**src/rtl/switch_debounce.sv**
```systemverilog
// Five-bit switch debouncer: two-flop synchronizer, per-bit saturating stability counter, registered change pulse.
// Optional build macro SWITCH_DEBOUNCE_MERGE_EN presents left+right together as hazard on sw_out.
module switch_debounce #(
   parameter int unsigned DEBOUNCE_CNT = 50000,
   parameter int unsigned CNT_W        = 16
) (
   input  logic       clock,
   input  logic       reset,
   input  logic [4:0] sw_in,
   output logic [4:0] sw_out,
   output logic       changed
);

   localparam int unsigned      NB      = 5;
   localparam logic [CNT_W-1:0] CNT_MAX = CNT_W'(DEBOUNCE_CNT - 1);

   logic [NB-1:0]    s1, s2;
   logic [NB-1:0]    db, db_nxt;
   logic [CNT_W-1:0] cnt     [NB];
   logic [CNT_W-1:0] cnt_nxt [NB];

   always_ff @(posedge clock or negedge reset) begin
      if (!reset) begin
         s1 <= '0;
         s2 <= '0;
      end else begin
         s1 <= sw_in;
         s2 <= s1;
      end
   end

   // A counter only runs while s2 disagrees with db, so it saturates at CNT_MAX and never wraps.
   always_comb begin
      db_nxt = db;
      for (int unsigned i = 0; i < NB; i++) begin
         cnt_nxt[i] = '0;
         if (s2[i] != db[i]) begin
            if (cnt[i] == CNT_MAX) begin
               db_nxt[i] = s2[i];
            end else begin
               cnt_nxt[i] = cnt[i] + 1'b1;
            end
         end
      end
   end

   always_ff @(posedge clock or negedge reset) begin
      if (!reset) begin
         db      <= '0;
         changed <= 1'b0;
         for (int unsigned i = 0; i < NB; i++) begin
            cnt[i] <= '0;
         end
      end else begin
         db      <= db_nxt;
         changed <= |(db_nxt ^ db);
         for (int unsigned i = 0; i < NB; i++) begin
            cnt[i] <= cnt_nxt[i];
         end
      end
   end

`ifdef SWITCH_DEBOUNCE_MERGE_EN
   always_comb begin
      sw_out[0]   = db[0] & ~db[1];
      sw_out[1]   = db[1] & ~db[0];
      sw_out[2]   = db[2] | (db[0] & db[1]);
      sw_out[4:3] = db[4:3];
   end
`else
   assign sw_out = db;
`endif

endmodule
```
**config.mk**
```make
export PLATFORM = sky130hd
export DESIGN_NAME = switch_debounce
export DESIGN_NICKNAME = d
export VERILOG_FILES = /design/src/rtl/switch_debounce.sv
export SDC_FILE = /design/constraint.sdc
export NUM_CORES = 1
export LEC_CHECK = 0
export CORE_ASPECT_RATIO = 0.8
export CORE_MARGIN = 2
export CORE_UTILIZATION = 50
export DETAILED_ROUTE_END_ITERATION = 12
export PLACE_DENSITY_LB_ADDON = 0.3
export SYNTH_ARGS = -nofsm -noshare
export SYNTH_HDL_FRONTEND = slang
export SYNTH_SLANG_ARGS = --single-unit
```
**constraint.sdc**
```tcl
create_clock -name clock -period 2.6 [get_ports clock]
set_input_delay 0.52 -clock clock [delete_from_list [all_inputs] [get_ports clock]]
set_output_delay 0.52 -clock clock [all_outputs]
set_load 0.05 [all_outputs]
```
==> results.ini, run 1 <==
[clocking]
tritoncts = built
cts_max_path_buffers = 2
post_cts_buffers = 0
cts_hold_buf = 0
clkLatencyLatePin_ps = 370
clock-sinks = 96
cts-root-buf = clkbuf_8
path_clk_slew_ps = 90
numCtsBuffers = 9
cts.htree.levels = 3
cts_resized = 0

[status]
status = complete, no violations

[placed_design]
dp.cells = 548
post-dp-hpwl_mm = 5.43
port_buffers = 12
place_worst_setup_slack_ps = 610
place_area_sq_mm = 0.00474
gp_congestion = 0.810

[finish]
area_growth_pct = 9.04
layout.cells.non_filler = 564
layout_commonest_cell = dfrtp_1
fillers = 728
nets = 459
finalCoreUtilization_pct = 57.1
finalInstanceArea_sq_mm = 0.00490
final_cell_mix = dfrtp_1 (96), nor2_1 (76), xnor2_1 (41), xor2_1 (29), nand3_1 (22)
n_antenna_cell = 0
layout-drive-gt1-share_pct = 7.74

[worst_setup_path]
path_buf_inv = 1
cp_top_family = buffers and inverters
crit_type = flip-flop to output port
worstPathCellList = clkdlybuf4s50_1
max_stage_delay_ps = 880
crit_path_end_kind = output port
cp.arrival_ps = 1670
r2r_start = cnt[0]
reg2reg_slack_ps = 610
cp-start-kind = flip-flop
cp.required_ps = 2080
cp_max_fo = 4
crit_slowest_cell = clkdlybuf4s50_1
rr_endpoint = cnt[7]
r2r_cells = 5

[sta]
rsz0062_at_grt = false
final.min_clock_period_ps = 2190
finalSetupTns_ps = 0
tightest_slew_ps = 578
finalHoldViolCount = 0
hold_ws_ps = 131
finalClockSkew_ps = 9.42
slew_violations = 0
fin_ws_ps = 407
max_freq_mhz = 456
setup_viol = 0
finalCritPeriodShare_pct = 84.3
slew_headroom_pct = 61.3

[route]
antenna_left = 0
drt_iter0_drc = 102
num_vias = 3074
viasPerCell = 5.45
first_pass_iters = 4
wire_per_inst_um = 14.2
drc = 0
wl_mm = 8.00

[synth]
synth_top_area_share_pct = 53.4
ys_seq_area_share_pct = 53.4
synth_seq_cells = 96
yosysWarnings = 0
synth_area_leader_cell = dfrtp_1
synth_edf_count = 0
synthArstFlopShare_pct = 100
syn-cell-area_sq_mm = 0.00450
syn_area_per_cell_sq_um = 10.5
ys.flop_type = dfrtp_1
synth_area_leaders = dfrtp_1 (53%), xnor2_1 (8.0%), nor2_1 (6.3%)
synth_fp_nets = 439
synth_cells = 427
synth_cell_types = 41

[run]
drv_cap = 0

[global_route]
grt_usage_pct = 18.6
grt_pass1_wl_mm = 14.1
grt_max_degree = 43
met2_usage_pct = 28.2
grt_pass1_vias = 3033
grt_overflow_total = 0
grtUsageMet1_pct = 26.2
antenna_found_initial = 0
met3_usage_pct = 5.30
busiest_layer = met2

[floorplan]
ioPinCount = 13
die_w_um = 110
start_util_pct = 52.3
rows = 30
die_area_sq_mm = 0.00978
die_h_um = 88.8
core_area_sq_mm = 0.00860

[power_and_ir_drop]
p_total_mw = 2.51
p_per_area_mw_per_mm2 = 512
leakagePower_nw = 2.01
ir_worst_vdd_mv = 0.357

[hold_path]
hold_path.class = input port to asynchronous set/reset pin

final cells by class:
class                   instances  area [sq um]  area share (%)
clock buffers                  13           149            3.04
clock inverters                 3          17.5           0.357
inverters                      11          41.3           0.842
multi-input cells             312          2000            40.8
flip-flops and latches         96          2400            49.0
well taps                     112           140            2.86
repair buffers                 17           155            3.16
logic make-up after synthesis:
| group | share of synthesized area [%] |
|---|---|
| fa+ha+maj | 1.39 |
| mux | 1.25 |
| simple gates | 25.3 |
| compound gates | 2.87 |
| xor+xnor | 13.6 |
| buf+inv | 2.14 |
| flops | 53.4 |
worst max path at each step:
| stage | slack (ps) | end | depth (start not counted) | start |
|---|---|---|---|---|
| final | 410 | sw_out[2] | 1 | sw_out[2] |
| after global routing | 340 | sw_out[2] | 1 | sw_out[2] |
| after CTS | 390 | sw_out[2] | 1 | sw_out[2] |
| after detailed placement | 610 | cnt[11] | 5 | cnt[0] |
| after global placement | 670 | cnt[13] | 5 | cnt[0] |
| after floorplan | 740 | cnt[10] | 6 | cnt[10] |
synth_stat cells (2+ instances only):
cell       n
xor2_1    29
nand2_1   21
nor4b_1    4
inv_1     11
nor3_1    12
and3_1     8
dfrtp_1   96
or3_1      6
nand3_1   22
o21ai_0    2
a21bo_2    3
clkbuf_1   5
nor4_1    13
a21oi_1    7
nand4b_1   2
ha_1       5
nand3b_1   4
o22ai_1    2
nand4_1   21
nor2_2     2
and4_1     7
or2_2      2
nor4bb_1   6
nor2_1    76
mux2_2     5
xnor2_1   41
registers in the layout (all words and copies together) (netlist names):
name / flops
s2: 5
changed: 1
sw_out: 5
s1: 5
cnt: 80
layer usage:
metal	up-vias	routed length (um)	share of wire, %
met5	-	0	0
met3	11	253	3.2
met1	1505	4120	51
li1	1525	-	-
met4	0	98	1.2
met2	33	3530	44
power by group:
group	internal [mW]	switching, mW	total, mW	leakage (nW)
logic	0.0358	0.0673	0.103	0.618
registers	1.52	0.0263	1.54	1.31
clock network	0.372	0.490	0.863	0.0834
No activity file was read; power rests on OpenSTA's default activity.
==> run 2: changes to the inputs <==
==> constraint.sdc (replaced) <==
create_clock -name clock -period 2.1 [get_ports clock]
set_input_delay 0.42 -clock clock [delete_from_list [all_inputs] [get_ports clock]]
set_output_delay 0.42 -clock clock [all_outputs]
set_load 0.05 [all_outputs]
==> run 2 against run 1 <==
Compared with the run above: clock skew is essentially flat; die area unchanged; cell area grew 1.5%; total power increased by 29%; register-to-register slack worse by 480 ps; setup slack got worse by 350 ps; via count decreased by 0.33%; flip-flop and latch count did not move; hold slack better by 220 ps; critical path depth did not move; count of clock-buffer cells in the layout fell by 1; critical path type unchanged; largest power group unchanged.
==> results.ini, run 2 (synthesized netlist as in run 1, its figures left out) <==
[worst_setup_path]
cp_max_fo = 4
crit_type = flip-flop to output port
path_buf_inv = 1
worstPathCellList = clkdlybuf4s50_1
crit_path_end_kind = output port
cp_top_family = buffers and inverters
cp.required_ps = 1680
cp.arrival_ps = 1620
cp-start-kind = flip-flop
max_stage_delay_ps = 830
crit_slowest_cell = clkdlybuf4s50_1

[global_route]
grt_max_degree = 65
grt_overflow_total = 0
grt_pass1_vias = 2985
antenna_found_initial = 0
grt_usage_pct = 18.7
grt_pass1_wl_mm = 14.0

[power_and_ir_drop]
p_sw_mw = 0.723
leakagePower_nw = 2.07
seqPwrFrac_pct = 59.2
p_int_mw = 2.51
ir_worst_vdd_mv = 0.459
pwr-share-clk_pct = 36.6
p_per_area_mw_per_mm2 = 649
p_total_mw = 3.23
comb_power_share_pct = 4.2
sw_frac_of_total_pct = 22.4

[route]
wl_mm = 7.96
antenna_left = 0
viasPerCell = 5.39
num_vias = 3064
drc = 0
drt_iter0_drc = 175
wire_per_inst_um = 14.0
first_pass_iters = 4

[sta]
finalCritPeriodShare_pct = 97.1
final.min_clock_period_ps = 2040
finalSetupTns_ps = 0
tightest_slew_ps = 498
setup_viol = 0
max_freq_mhz = 490
rsz0062_at_grt = false
finalClockSkew_ps = 9.62
slew_headroom_pct = 66.7
slew_violations = 0
finalHoldViolCount = 0

[hold_path]
hold_path.class = flip-flop to flip-flop

[clocking]
cts.htree.levels = 3
tritoncts = built
cts-root-buf = clkbuf_8
path_clk_slew_ps = 80
clock-sinks = 96
numCtsBuffers = 9
cts_max_path_buffers = 2
clkLatencyLatePin_ps = 370

[placed_design]
port_buffers = 12
gp_congestion = 0.856
dp.cells = 552
post-dp-hpwl_mm = 5.34

[floorplan]
die_area_sq_mm = 0.00978
die_h_um = 88.8
core_area_sq_mm = 0.00860
die_w_um = 110
ioPinCount = 13
start_util_pct = 52.3
rows = 30

[finish]
finalCoreUtilization_pct = 57.9
n_antenna_cell = 0
largest_register = cnt
layout-drive-gt1-share_pct = 8.55
largest_register_ff_count = 80
area_growth_pct = 10.7
layout_commonest_cell = dfrtp_1
nets = 464
layout.cells.non_filler = 568
final_cell_mix = dfrtp_1 (96), nor2_1 (76), xnor2_1 (41), xor2_1 (29), nand3_1 (22)
fillers = 718

[status]
status = complete, no violations

[run]
drv_cap = 0

[run 2: final timing paths]
path | startpoint | to | slack, ps | depth (start not counted)
min in group asynchronous | reset | cnt[76] | 530 | 2
max in group asynchronous | reset | cnt[59] | 890 | 3
setup reg to reg | cnt[10] | cnt[7] | 130 | 4
setup / recovery | sw_out[0] | sw_out[0] | 60 | 1
hold reg to reg | s1[0] | s2[0] | 350 | 0
hold / removal | s1[0] | s2[0] | 350 | 0
[run 2: timing repair]
action / CTS / global route
buffers inserted: 0 / 0
resized for setup: 1 / 1
hold buffers: 1 / 0
endpoints found under the hold margin: 4 / 0
endpoints found under the setup margin: 1 / 1
[run 2: final cells by class]
class / count / area [sq um] / area share, %
Inverter: 11 / 41.3 / 0.829
Sequential cell: 96 / 2400 / 48.2
Multi-Input combinational cell: 312 / 2000 / 40.2
Tap cell: 112 / 140 / 2.81
Clock inverter: 3 / 42.5 / 0.854
Clock buffer: 12 / 145 / 2.91
Timing Repair Buffer: 22 / 209 / 4.20
[run 2: per-stage QoR]
| stage | area (sq um) | hold slack (ps) | worst slack (ps) |
|---|---|---|---|
| after floorplan | 4500 | 124 | 237 |
| after global placement | 4780 | 332 | 180 |
| after detailed placement | 4780 | 337 | 154 |
| after CTS | 4980 | 357 | 29.7 |
| after global routing | 4980 | 366 | 5.24 |
| final | 4980 | 354 | 59.9 |
[run 2: power by group through the flow]
stage,registers [mW],clock network (mW),logic [mW]
finish,1.91,1.18,0.135
global route,1.92,1.31,0.157
CTS,1.91,1.23,0.141
floorplan,1.94,0,0.0686
detailed placement,1.95,0,0.138
global placement,1.95,0,0.134
[run 2: per-layer routing]
metal	vias up	share of wire, %	global-route usage (%)
li1	1535	-	-
met4	0	0.99	6.10
met2	40	45	27.7
met3	7	3.8	5.45
met1	1482	50	26.6
met5	-	0	0
==> run 3: changes to the inputs <==
--- a/config.mk
+++ b/config.mk
@@ -5,11 +5,12 @@
 export SDC_FILE = /design/constraint.sdc
 export NUM_CORES = 1
 export LEC_CHECK = 0
-export CORE_ASPECT_RATIO = 0.8
+export CORE_ASPECT_RATIO = 1.2
 export CORE_MARGIN = 2
 export CORE_UTILIZATION = 50
 export DETAILED_ROUTE_END_ITERATION = 12
 export PLACE_DENSITY_LB_ADDON = 0.3
+export RECOVER_POWER = 50
 export SYNTH_ARGS = -nofsm -noshare
 export SYNTH_HDL_FRONTEND = slang
 export SYNTH_SLANG_ARGS = --single-unit
==> run 3 against run 2 <==
Compared with the run above: clock skew fell by 2.2 ps; critical path depth did not move; sequential share of layout area fell by 0.43 points; core utilization rose by 0.11 points; hold slack improved by 1.8 ps; critical path type unchanged.
==> results.ini, run 3 (synthesized netlist as in run 1, its figures left out) <==
[sta]
setup_viol = 0
finalClockSkew_ps = 7.38
fin_ws_ps = 58.6
finalHoldViolCount = 0
finalCritPeriodShare_pct = 97.2
max_freq_mhz = 490
rsz0062_at_grt = false
tightest_slew_ps = 660
slew_headroom_pct = 56.0
finalSetupTns_ps = 0
final.min_clock_period_ps = 2040
slew_violations = 0

[clocking]
numCtsBuffers = 9
cts-root-buf = clkbuf_8
path_clk_slew_ps = 90
cts.htree.levels = 3
cts_max_path_buffers = 2
clock-sinks = 96
tritoncts = built
clkLatencyLatePin_ps = 360
post_cts_buffers = 0

[placed_design]
port_buffers = 12
place_worst_setup_slack_ps = 124
gp_congestion = 0.829
post-dp-hpwl_mm = 5.42

[worst_setup_path]
cp_top_family = buffers and inverters
crit_path_end_kind = output port
cp.required_ps = 1680
crit_slowest_cell = clkdlybuf4s50_1
crit_type = flip-flop to output port
cp-start-kind = flip-flop
path_buf_inv = 1
cp.arrival_ps = 1620
max_stage_delay_ps = 840
cp_max_fo = 4
worstPathCellList = clkdlybuf4s50_1

[run]
drv_cap = 0

[finish]
largest_register = cnt
n_antenna_cell = 0
final_cell_mix = dfrtp_1 (96), nor2_1 (76), xnor2_1 (41), xor2_1 (29), nand3_1 (22)
layout_commonest_cell = dfrtp_1
area_growth_pct = 11.7
largest_register_ff_count = 80
nets = 464
layout-drive-gt1-share_pct = 9.19

[route]
wire_per_inst_um = 13.6
antenna_left = 0
first_pass_iters = 4
drc = 0
num_vias = 3107
wl_mm = 7.80
viasPerCell = 5.41
drt_iter0_drc = 140

[power_and_ir_drop]
p_per_area_mw_per_mm2 = 690
ir_worst_vdd_mv = 0.503
leakagePower_nw = 2.08

[floorplan]
ioPinCount = 13
die_h_um = 108
core_area_sq_mm = 0.00866
rows = 37
die_area_sq_mm = 0.00977
die_w_um = 90.6
start_util_pct = 52.0

[global_route]
grt_pass1_wl_mm = 14.0
grt_pass1_vias = 3152
antenna_found_initial = 0
grt_usage_pct = 17.8
grt_max_degree = 51
grt_overflow_total = 0

[hold_path]
hold_path.class = flip-flop to flip-flop

[status]
status = complete, no violations

[run 3: cell count changes in the layout (fill, tap and decap cells not counted), moves of 2 or more]
cell and delta:
dlygate4sd3_1 +5, clkdlybuf4s50_1 -4, clkbuf_2 +2, clkbuf_1 -2, bufinv_16 +2, buf_4 -2
[run 3: metrics by stage]
step / instance area (sq um) / cells / hold slack [ps] / utilization, % / total power [mW]
finish: 5020 / 574 / 356 / 58.0 / 3.46
global route: 5020 / 574 / 372 / 58.0 / 3.59
global placement: 4790 / 557 / 333 / 55.3 / 2.08
CTS: 5040 / 574 / 358 / 58.2 / 3.51
detailed placement: 4790 / 557 / 336 / 55.3 / 2.09
floorplan: 4500 / 427 / 124 / - / 2.01
[run 3: what timing repair did]
item,CTS,global route
hold endpoints to repair,22,0
resized for setup,0,1
setup endpoints to repair,0,1
hold buffers,1,0
[run 3: power breakdown]
part	switching, mW	internal (mW)	leakage [nW]
Clock	0.631	0.792	0.116
Sequential	0.0329	1.88	1.31
Combinational	0.0826	0.0459	0.659
[run 3: worst paths after layout]
check,from,cells past startpoint,endpoint,slack [ps]
min,s1[2],0,s2[2],360
max reg2reg,cnt[10],4,cnt[11],100
min reg2reg,s1[2],0,s2[2],360
max,sw_out[0],1,sw_out[0],60
max in group asynchronous,reset,3,cnt[58],380
min in group asynchronous,reset,2,cnt[74],590
[run 3: cell type report]
cell class	instances	area [sq um]
timing repair buffer	22	193
multi-input combinational	312	2000
fill	721	3630
inverter	11	41.3
clock buffer	9	124
sequential	96	2400
tap	117	146
clock inverter	7	119
[run 3: per-layer routing]
layer | global-route usage [%] | routed length [um]
met5 | 0 | 0
met4 | 8.35 | 155
met3 | 3.08 | 186
met2 | 30.2 | 3900
met1 | 22.3 | 3560
